### src/rtl/keypad_scanner_pkg.sv
// Shared keypad constants: paddle key codes, the 4x4 layout and a
// (valid, code) candidate type used between the scanner and the debouncer.
// Ports: none (package).
package keypad_scanner_pkg;

  // Codes the game logic treats as paddle movement.
  localparam logic [3:0] KEY_UP   = 4'd2;
  localparam logic [3:0] KEY_DOWN = 4'd8;

  // Non-digit keys.
  localparam logic [3:0] KEY_A    = 4'd10;
  localparam logic [3:0] KEY_B    = 4'd11;
  localparam logic [3:0] KEY_C    = 4'd12;
  localparam logic [3:0] KEY_D    = 4'd13;
  localparam logic [3:0] KEY_STAR = 4'd14;
  localparam logic [3:0] KEY_HASH = 4'd15;

  typedef struct packed {
    logic       vld;
    logic [3:0] code;
  } key_cand_t;

  // Keypad layout, row-major:
  //   row0: 1 2 3 A / row1: 4 5 6 B / row2: 7 8 9 C / row3: * 0 # D
  function automatic logic [3:0] key_at(input logic [1:0] r, input logic [1:0] c);
    logic [3:0] code;
    case ({r, c})
      4'h0: code = 4'd1;
      4'h1: code = 4'd2;
      4'h2: code = 4'd3;
      4'h3: code = KEY_A;
      4'h4: code = 4'd4;
      4'h5: code = 4'd5;
      4'h6: code = 4'd6;
      4'h7: code = KEY_B;
      4'h8: code = 4'd7;
      4'h9: code = 4'd8;
      4'hA: code = 4'd9;
      4'hB: code = KEY_C;
      4'hC: code = KEY_STAR;
      4'hD: code = 4'd0;
      4'hE: code = KEY_HASH;
      default: code = KEY_D;
    endcase
    return code;
  endfunction

  // Lowest-index low (pressed) column; 0 when none is low.
  function automatic logic [1:0] first_low(input logic [3:0] col_n);
    logic [1:0] idx;
    if (!col_n[0])      idx = 2'd0;
    else if (!col_n[1]) idx = 2'd1;
    else if (!col_n[2]) idx = 2'd2;
    else if (!col_n[3]) idx = 2'd3;
    else                idx = 2'd0;
    return idx;
  endfunction

endpackage

### src/rtl/keypad_scanner_debouncer.sv
// Per-frame debouncer: commits a keypad candidate once it has been seen in
// DEBOUNCE_SCANS consecutive identical frames.
// Ports: clk_i/rst_i (async active-high), frame_done_i + cand_vld_i/cand_code_i
//        in; key_code_o, key_valid_o, key_pressed_o (one-cycle pulse) out.
module key_debouncer
  import keypad_scanner_pkg::*;
#(
  parameter int DEBOUNCE_SCANS = 4
) (
  input  logic       clk_i,
  input  logic       rst_i,
  input  logic       frame_done_i,
  input  logic       cand_vld_i,
  input  logic [3:0] cand_code_i,
  output logic [3:0] key_code_o,
  output logic       key_valid_o,
  output logic       key_pressed_o
);

  localparam int SW = $clog2(DEBOUNCE_SCANS + 1);
  localparam logic [SW-1:0] STABLE_MAX = SW'(DEBOUNCE_SCANS);

  key_cand_t     cand_n;
  key_cand_t     prev_q, prev_d;
  key_cand_t     out_q, out_d;
  logic [SW-1:0] stable_q, stable_d;
  logic          pressed_q, pressed_d;

  // An invalid candidate always carries code 0 so it compares equal to the
  // idle output state.
  always_comb begin
    cand_n.vld  = cand_vld_i;
    cand_n.code = cand_vld_i ? cand_code_i : 4'd0;
  end

  always_comb begin
    prev_d    = prev_q;
    stable_d  = stable_q;
    out_d     = out_q;
    pressed_d = 1'b0;
    if (frame_done_i) begin
      if (cand_n == prev_q) begin
        stable_d = (stable_q == STABLE_MAX) ? STABLE_MAX : stable_q + 1'b1;
      end else begin
        stable_d = SW'(1);
      end
      prev_d = cand_n;
      // Only a real change of the visible state commits; a release commits
      // silently, a press or a held code change pulses.
      if (stable_d == STABLE_MAX && cand_n != out_q) begin
        out_d     = cand_n;
        pressed_d = cand_n.vld;
      end
    end
  end

  always_ff @(posedge clk_i or posedge rst_i) begin
    if (rst_i) begin
      prev_q    <= '0;
      out_q     <= '0;
      stable_q  <= '0;
      pressed_q <= 1'b0;
    end else begin
      prev_q    <= prev_d;
      out_q     <= out_d;
      stable_q  <= stable_d;
      pressed_q <= pressed_d;
    end
  end

  assign key_code_o    = out_q.code;
  assign key_valid_o   = out_q.vld;
  assign key_pressed_o = pressed_q;

endmodule

### src/rtl/keypad_scanner.sv
// 4x4 matrix keypad scanner: drives one row low at a time, synchronises the
// columns, picks the first pressed key per frame and debounces it.
// Ports: CLOCK_25, reset (async active-high), row (active-low drive),
//        col (active-low sense, async), key_code, key_valid, key_pressed.
module keypad_scanner
  import keypad_scanner_pkg::*;
#(
  parameter int SCAN_DIV       = 25000,
  parameter int DEBOUNCE_SCANS = 4
) (
  input  logic       CLOCK_25,
  input  logic       reset,
  output logic [3:0] row,
  input  logic [3:0] col,
  output logic [3:0] key_code,
  output logic       key_valid,
  output logic       key_pressed
);

  localparam int DW = $clog2(SCAN_DIV);
  localparam logic [DW-1:0] DWELL_LAST = DW'(SCAN_DIV - 1);

  logic [3:0]    col_s1_q, col_s2_q;
  logic [DW-1:0] dwell_q, dwell_d;
  logic [1:0]    row_idx_q, row_idx_d;
  key_cand_t     cand_q, cand_d;
  key_cand_t     row_hit, frame_cand;
  logic          sample_en, frame_done;

  // Columns idle high through the pull-ups, so the synchroniser resets to 1s.
  always_ff @(posedge CLOCK_25 or posedge reset) begin
    if (reset) begin
      col_s1_q <= 4'hF;
      col_s2_q <= 4'hF;
    end else begin
      col_s1_q <= col;
      col_s2_q <= col_s1_q;
    end
  end

  always_comb begin
    // Sampling on the last dwell cycle leaves SCAN_DIV-1 cycles for the row
    // change to reach col_s2_q.
    sample_en   = (dwell_q == DWELL_LAST);
    frame_done  = sample_en && (row_idx_q == 2'd3);

    row_hit.vld  = ~&col_s2_q;
    row_hit.code = row_hit.vld ? key_at(row_idx_q, first_low(col_s2_q)) : 4'd0;

    // The first hit in scan order wins; later rows cannot override it.
    frame_cand = cand_q.vld ? cand_q : row_hit;

    dwell_d   = sample_en ? '0 : dwell_q + 1'b1;
    row_idx_d = sample_en ? row_idx_q + 2'd1 : row_idx_q;

    cand_d = cand_q;
    if (sample_en) begin
      cand_d = frame_done ? key_cand_t'('0) : frame_cand;
    end
  end

  always_ff @(posedge CLOCK_25 or posedge reset) begin
    if (reset) begin
      dwell_q   <= '0;
      row_idx_q <= 2'd0;
      cand_q    <= '0;
    end else begin
      dwell_q   <= dwell_d;
      row_idx_q <= row_idx_d;
      cand_q    <= cand_d;
    end
  end

  assign row = ~(4'b0001 << row_idx_q);

  key_debouncer #(
    .DEBOUNCE_SCANS(DEBOUNCE_SCANS)
  ) u_debouncer (
    .clk_i        (CLOCK_25),
    .rst_i        (reset),
    .frame_done_i (frame_done),
    .cand_vld_i   (frame_cand.vld),
    .cand_code_i  (frame_cand.code),
    .key_code_o   (key_code),
    .key_valid_o  (key_valid),
    .key_pressed_o(key_pressed)
  );

endmodule
### config.mk
export PLATFORM = sky130hd
export DESIGN_NAME = keypad_scanner
export DESIGN_NICKNAME = d
export VERILOG_FILES = /design/src/rtl/keypad_scanner_pkg.sv /design/src/rtl/keypad_scanner_debouncer.sv /design/src/rtl/keypad_scanner.sv
export SDC_FILE = /design/constraint.sdc
export NUM_CORES = 1
export LEC_CHECK = 0
export ABC_CLOCK_PERIOD_IN_PS = 3900
export BUFFER_PORTS_ARGS = -buffer_cell sky130_fd_sc_hd__buf_2
export CORE_MARGIN = 2
export CORE_UTILIZATION = 43
export DETAILED_ROUTE_END_ITERATION = 12
export GPL_ROUTABILITY_DRIVEN = 0
export PLACE_DENSITY_LB_ADDON = 0.25
export SLEW_MARGIN = 20
export SYNTH_ARGS = -nofsm -noshare
export SYNTH_HDL_FRONTEND = slang
export SYNTH_HIERARCHICAL = 1
export SYNTH_SLANG_ARGS = --single-unit
### constraint.sdc
create_clock -name CLOCK_25 -period 3.9 [get_ports CLOCK_25]
set_input_delay 0.78 -clock CLOCK_25 [delete_from_list [all_inputs] [get_ports CLOCK_25]]
set_output_delay 0.78 -clock CLOCK_25 [all_outputs]
set_load 0.02 [all_outputs]
**Word level (Yosys, flattened, before mapping)**

Memories as Yosys holds them, arrays and structs flattened.
Cells that the tools add are included.

- Memory bits (read-only): 64
- RAM bits: 0
- Memories kept: 1
- Register bits: 44
- Bits in latches: 0
- Input bits: 6
- Output and inout bits: 10

- Shift-type cells: 1
- Bitwise logic cells: 1
- Mux-type cells: 14
- Reductions and logical operators: 5
- Add/subtract/negate cells: 3
- Order comparisons: 0
- Equal/unequal tests: 6
- Multiply operators: 0
- Divide/modulo/power cells: 0

Memories:

| memory | depth | bits a word | rd ports | clocked after Yosys merged registers in | wr ports | RTL line | text |
|---|---|---|---|---|---|---|---|
| (no name shown) | 16 | 4 | 1 | 0 | 0 | keypad_scanner_pkg.sv:27 | `case ({r, c})` |

Operators with widths:

| cell | count |
|---|---|
| $add 15x1->15 const B | 1 |
| $eq 15x15->1 const B | 1 |
| $mux 15 | 1 |
| $mux 5 | 2 |
| $mux 3 | 3 |
| $mux 2 | 4 |
| $mux 4 | 2 |
| $eq 3x3->1 const B | 2 |
| $eq 5x5->1 | 1 |
| $ne 5x5->1 | 1 |
| $not 4->4 | 1 |
| $reduce_and 4->1 | 1 |
| $shl 1x2->4 const A | 1 |
| $add 3x1->3 const B | 1 |
| $add 2x1->2 const B | 1 |
| $eq 2x2->1 const B | 1 |
| $logic_and 1x1->1 | 2 |
| $mux 1 | 2 |
| $reduce_and 2->1 | 1 |
| $logic_not 1->1 | 1 |

**Depth between registers and ports, before layout**

An unclocked memory read counts as a cell.

- Depth after elaboration: 15
- Depth in mapped cells: 14

**Cells and area by module**

Netlist, hierarchy kept.

Modules (own cells, without submodules):

| module | area an instance (µm²) | times used | cells an instance |
|---|---|---|---|
| keypad_scanner | 1531.5 | 1 | 147 |
| key_debouncer | 803.3 | 1 | 81 |

**Worst setup path after synthesis**

Ideal clock, no wire load.

- Path type: register to register
- From: register col_s2_q[3]
- To: register u_debouncer.out_q (netlist bit u_debouncer/key_code_o[1])
- Buffers on the path: 0
- Stages on the path, launching flop included: 14
- Library setup time: 0.125 ns
- Arrival time: 2.870 ns
- Slack: 0.906 ns
- Data required time: 3.775 ns
- Period minus slack after synthesis: 2.994 ns
- Cells stage by stage: dfstp_2 > nand2b_1 > nand2_1 > nand2_1 > inv_1 > ha_1 > mux2i_1 > nand2_1 > o311a_1 > nor2_1 > o221ai_1 > a2111oi_4 > o2111ai_4 > mux2_2

RTL lines:

| what | RTL line | text |
|---|---|---|
| from (decl) | keypad_scanner.sv:23 | `logic [3:0] col_s1_q, col_s2_q;` |
| from (signal assigned) | keypad_scanner.sv:37 | `col_s2_q <= col_s1_q;` |
| to (signal assigned) | keypad_scanner_debouncer.sv:65 | `out_q <= out_d;` |
| to (decl) | keypad_scanner_debouncer.sv:25 | `key_cand_t out_q, out_d;` |

==> metrics.cfg <==
[status]
status=finished clean

[worst_hold_path]
hp-start=col_s1_q[3]
hold_class=reg2reg

[synthesis]
synth_top_family_by_area=simple AND/OR/NAND/NOR gates
syn-num-nets=246
synth_edf_count=0
ys_async_sr_fraction_pct=100
synth_fa_ha_area_share_pct=6.43
synthSimpleGateAreaFrac_pct=19.5
synth_xor_area_share_pct=5.63
yosys_warnings=6
ys_seq_area_share_pct=47.6
yosys.area.top_type=dfrtp_1
postSynthCellCount=228
avgSynthCellArea_um2=10.2
synth-seq-cells=44
synthMuxAreaShare_pct=4.13
ys_types=47
syn_area_mm2=0.00233
synth_top_area_share_pct=38.6
synth.area.top_cells=dfrtp_1, dfstp_2, ha_1
ys.flop_type=dfrtp_1
synth_compound_area_share_pct=12.6

[worst_setup_path]
crit_fanout=6
crit_path_start_kind=register
critPathKind=reg2reg
required_ns=4.08
cp-startpoint=col_s2_q[3]
arrival_ns=3.53
regToRegStartpoint=col_s2_q[3]
end_kind=register

[power]
p_total_uw=797
power_frac_comb_pct=4.9
p_per_area_mw_per_mm2=307
intPower_uw=619
sw_frac_of_total_pct=22.4
pwr-share-seq_pct=58.5
ir_drop_mv=0.170
clockPowerShare_pct=36.6
p_switching_uw=178
leakage_nw=1.18

[timing]
hold_viol=0
period_minus_slack_ns=3.36
worstMarginPinSlew_ns=0.866
fin_hold_ws_ns=0.358
finalSetupViolations=0
worst_clock_skew_ns=0.00579
fmax_mhz=298
setup_tns_ns=0
max_slew_margin_pct=42.2
rsz0062_at_grt=false
fin_ws_ns=0.543
fin_crit_sh_pct=86.1
drv_slew=0

[clock_network]
post-cts-setup-buffers=0
cts_resized=0
cts_buffers=5
cts_tree=done
path_clk_slew_ns=0.08
hold_buffers=0
clk_latency_ns=0.29
htreeDepth=2
clockBufferDepth=2
clock-root-buffer=clkbuf_8
clock-sinks=44

[die]
pin_count=16
die_area_mm2=0.00603
core_area_mm2=0.00517
std_cell_rows=26
start_util_pct=45.1
die_h_um=77.7
die_w_um=77.7

[flow_run]
cap_violations=0

[routing]
via_per_inst=5.13
wl_per_cell_um=12.8
routed_wl_um=4120
vias=1646
drc_errors=0
ant_nets=0
drt-initial-drc-count=81
first_pass_iters=4

[grt]
grt_pass1_wl_um=7180
grt_max_degree=24
grt_use_total_pct=15.0
grt.overflow.total=0
grt_pass1_vias=1538
antenna_found_initial=0

[place]
port_buffers=15
dpl.cell_count=313
post-place-ws_ns=0.548
hpwlAfterDp_um=3010

[finish]
final_cell_mix=dfrtp_1, nand2_1, inv_1
n_fill_cell=472
area_growth_pct=11.3
n_antenna_cell=0
layout.nets=268
final_cells=321
drive_gt1_share_pct=19.9
final_common_cell=dfrtp_1

-- registers in the layout (all words and copies together), names as in the netlist --
register                   cells
cand_q                         5
col_s1_q                       4
u_debouncer/key_valid_o        1
u_debouncer/stable_q           3
u_debouncer/key_pressed_o      1
u_debouncer/key_code_o         4
row_idx_q                      2
dwell_q                       15
u_debouncer/prev_q             5
col_s2_q                       4
-- Yosys cell counts (2+ instances only) --
library cell	count
nand2_1	33
nand4_1	3
and2_1	4
nand2b_1	5
ha_1	12
o21ai_1	3
dfstp_2	8
xnor2_1	8
inv_1	20
mux2i_1	4
o22ai_1	3
nand3_1	6
and3_1	3
o211ai_1	2
o21ai_0	10
mux2_2	5
nor2_1	17
dfrtp_1	36
a21oi_1	7
o221ai_1	3
nor3_1	2
and4_1	2
clkbuf_1	2
xor2_1	7
-- critical path: stages, from the launching register on --
cell,delay (ns)
dfstp_2,0.53
nand2b_1,0.12
nand2_1,0.06
nand2_1,0.13
inv_1,0.11
ha_1,0.23
mux2i_1,0.13
nand2_1,0.07
o311a_1,0.15
nor2_1,0.34
o221ai_1,0.25
a2111oi_4,0.53
o2111ai_4,0.26
mux2_2,0.34
-- power groups by stage --
stage | registers (mW) | logic, mW | clock network, mW
6_report | 0.466 | 0.0392 | 0.292
5_1_grt | 0.467 | 0.0450 | 0.326
4_1_cts | 0.466 | 0.0400 | 0.307
3_5_place_dp | 0.475 | 0.0398 | 0
3_3_place_gp | 0.475 | 0.0393 | 0
2_1_floorplan | 0.474 | 0.0277 | 0
-- routing by layer --
metal,wire [µm],share of wire [%],vias up,GRT usage [%]
li1,-,-,835,-
met2,1880,46,26,22.8
met1,2050,50,779,21.2
met5,0,0,-,0
met4,57,1.4,0,5.36
met3,124,3.0,6,3.14
-- layout make-up --
class	count	area, µm²	share of cell area, %
Clock buffer	6	82.6	3.18
Clock inverter	2	15.0	0.578
Inverter	21	78.8	3.03
Multi-Input combinational cell	160	1130	43.3
Sequential cell	44	1110	42.8
Tap cell	70	87.6	3.37
Timing Repair Buffer	18	97.6	3.76
-- kinds of logic after synthesis --
| logic type | count (synthesis) |
|---|---|
| adder cells (fa/ha/maj) | 12 |
| flip-flops | 44 |
| AND/OR/NAND/NOR | 85 |
| multiplexers | 9 |
| XOR/XNOR | 15 |
| buffers and inverters | 24 |
| AO/OA/AOI/OAI | 39 |
-- worst paths after layout --
check / to / slack (ns) / cells past startpoint
max in group asynchronous: dwell_q[8] / 2.59 / 3
hold / removal: col_s2_q[3] / 0.36 / 0
setup reg to reg: u_debouncer/key_code_o[1] / 0.54 / 13
hold reg to reg: col_s2_q[3] / 0.36 / 0
min in group asynchronous: u_debouncer/key_code_o[1] / 0.55 / 2
setup / recovery: u_debouncer/key_code_o[1] / 0.54 / 13
-- metrics by stage --
step / instance area (µm²) / utilization (%)
floorplan: 2330 / -
global placement: 2500 / 48.4
detailed placement: 2500 / 48.4
CTS: 2600 / 50.2
global route: 2600 / 50.2
finish: 2600 / 50.2
Power figures use the tool's default switching activity.
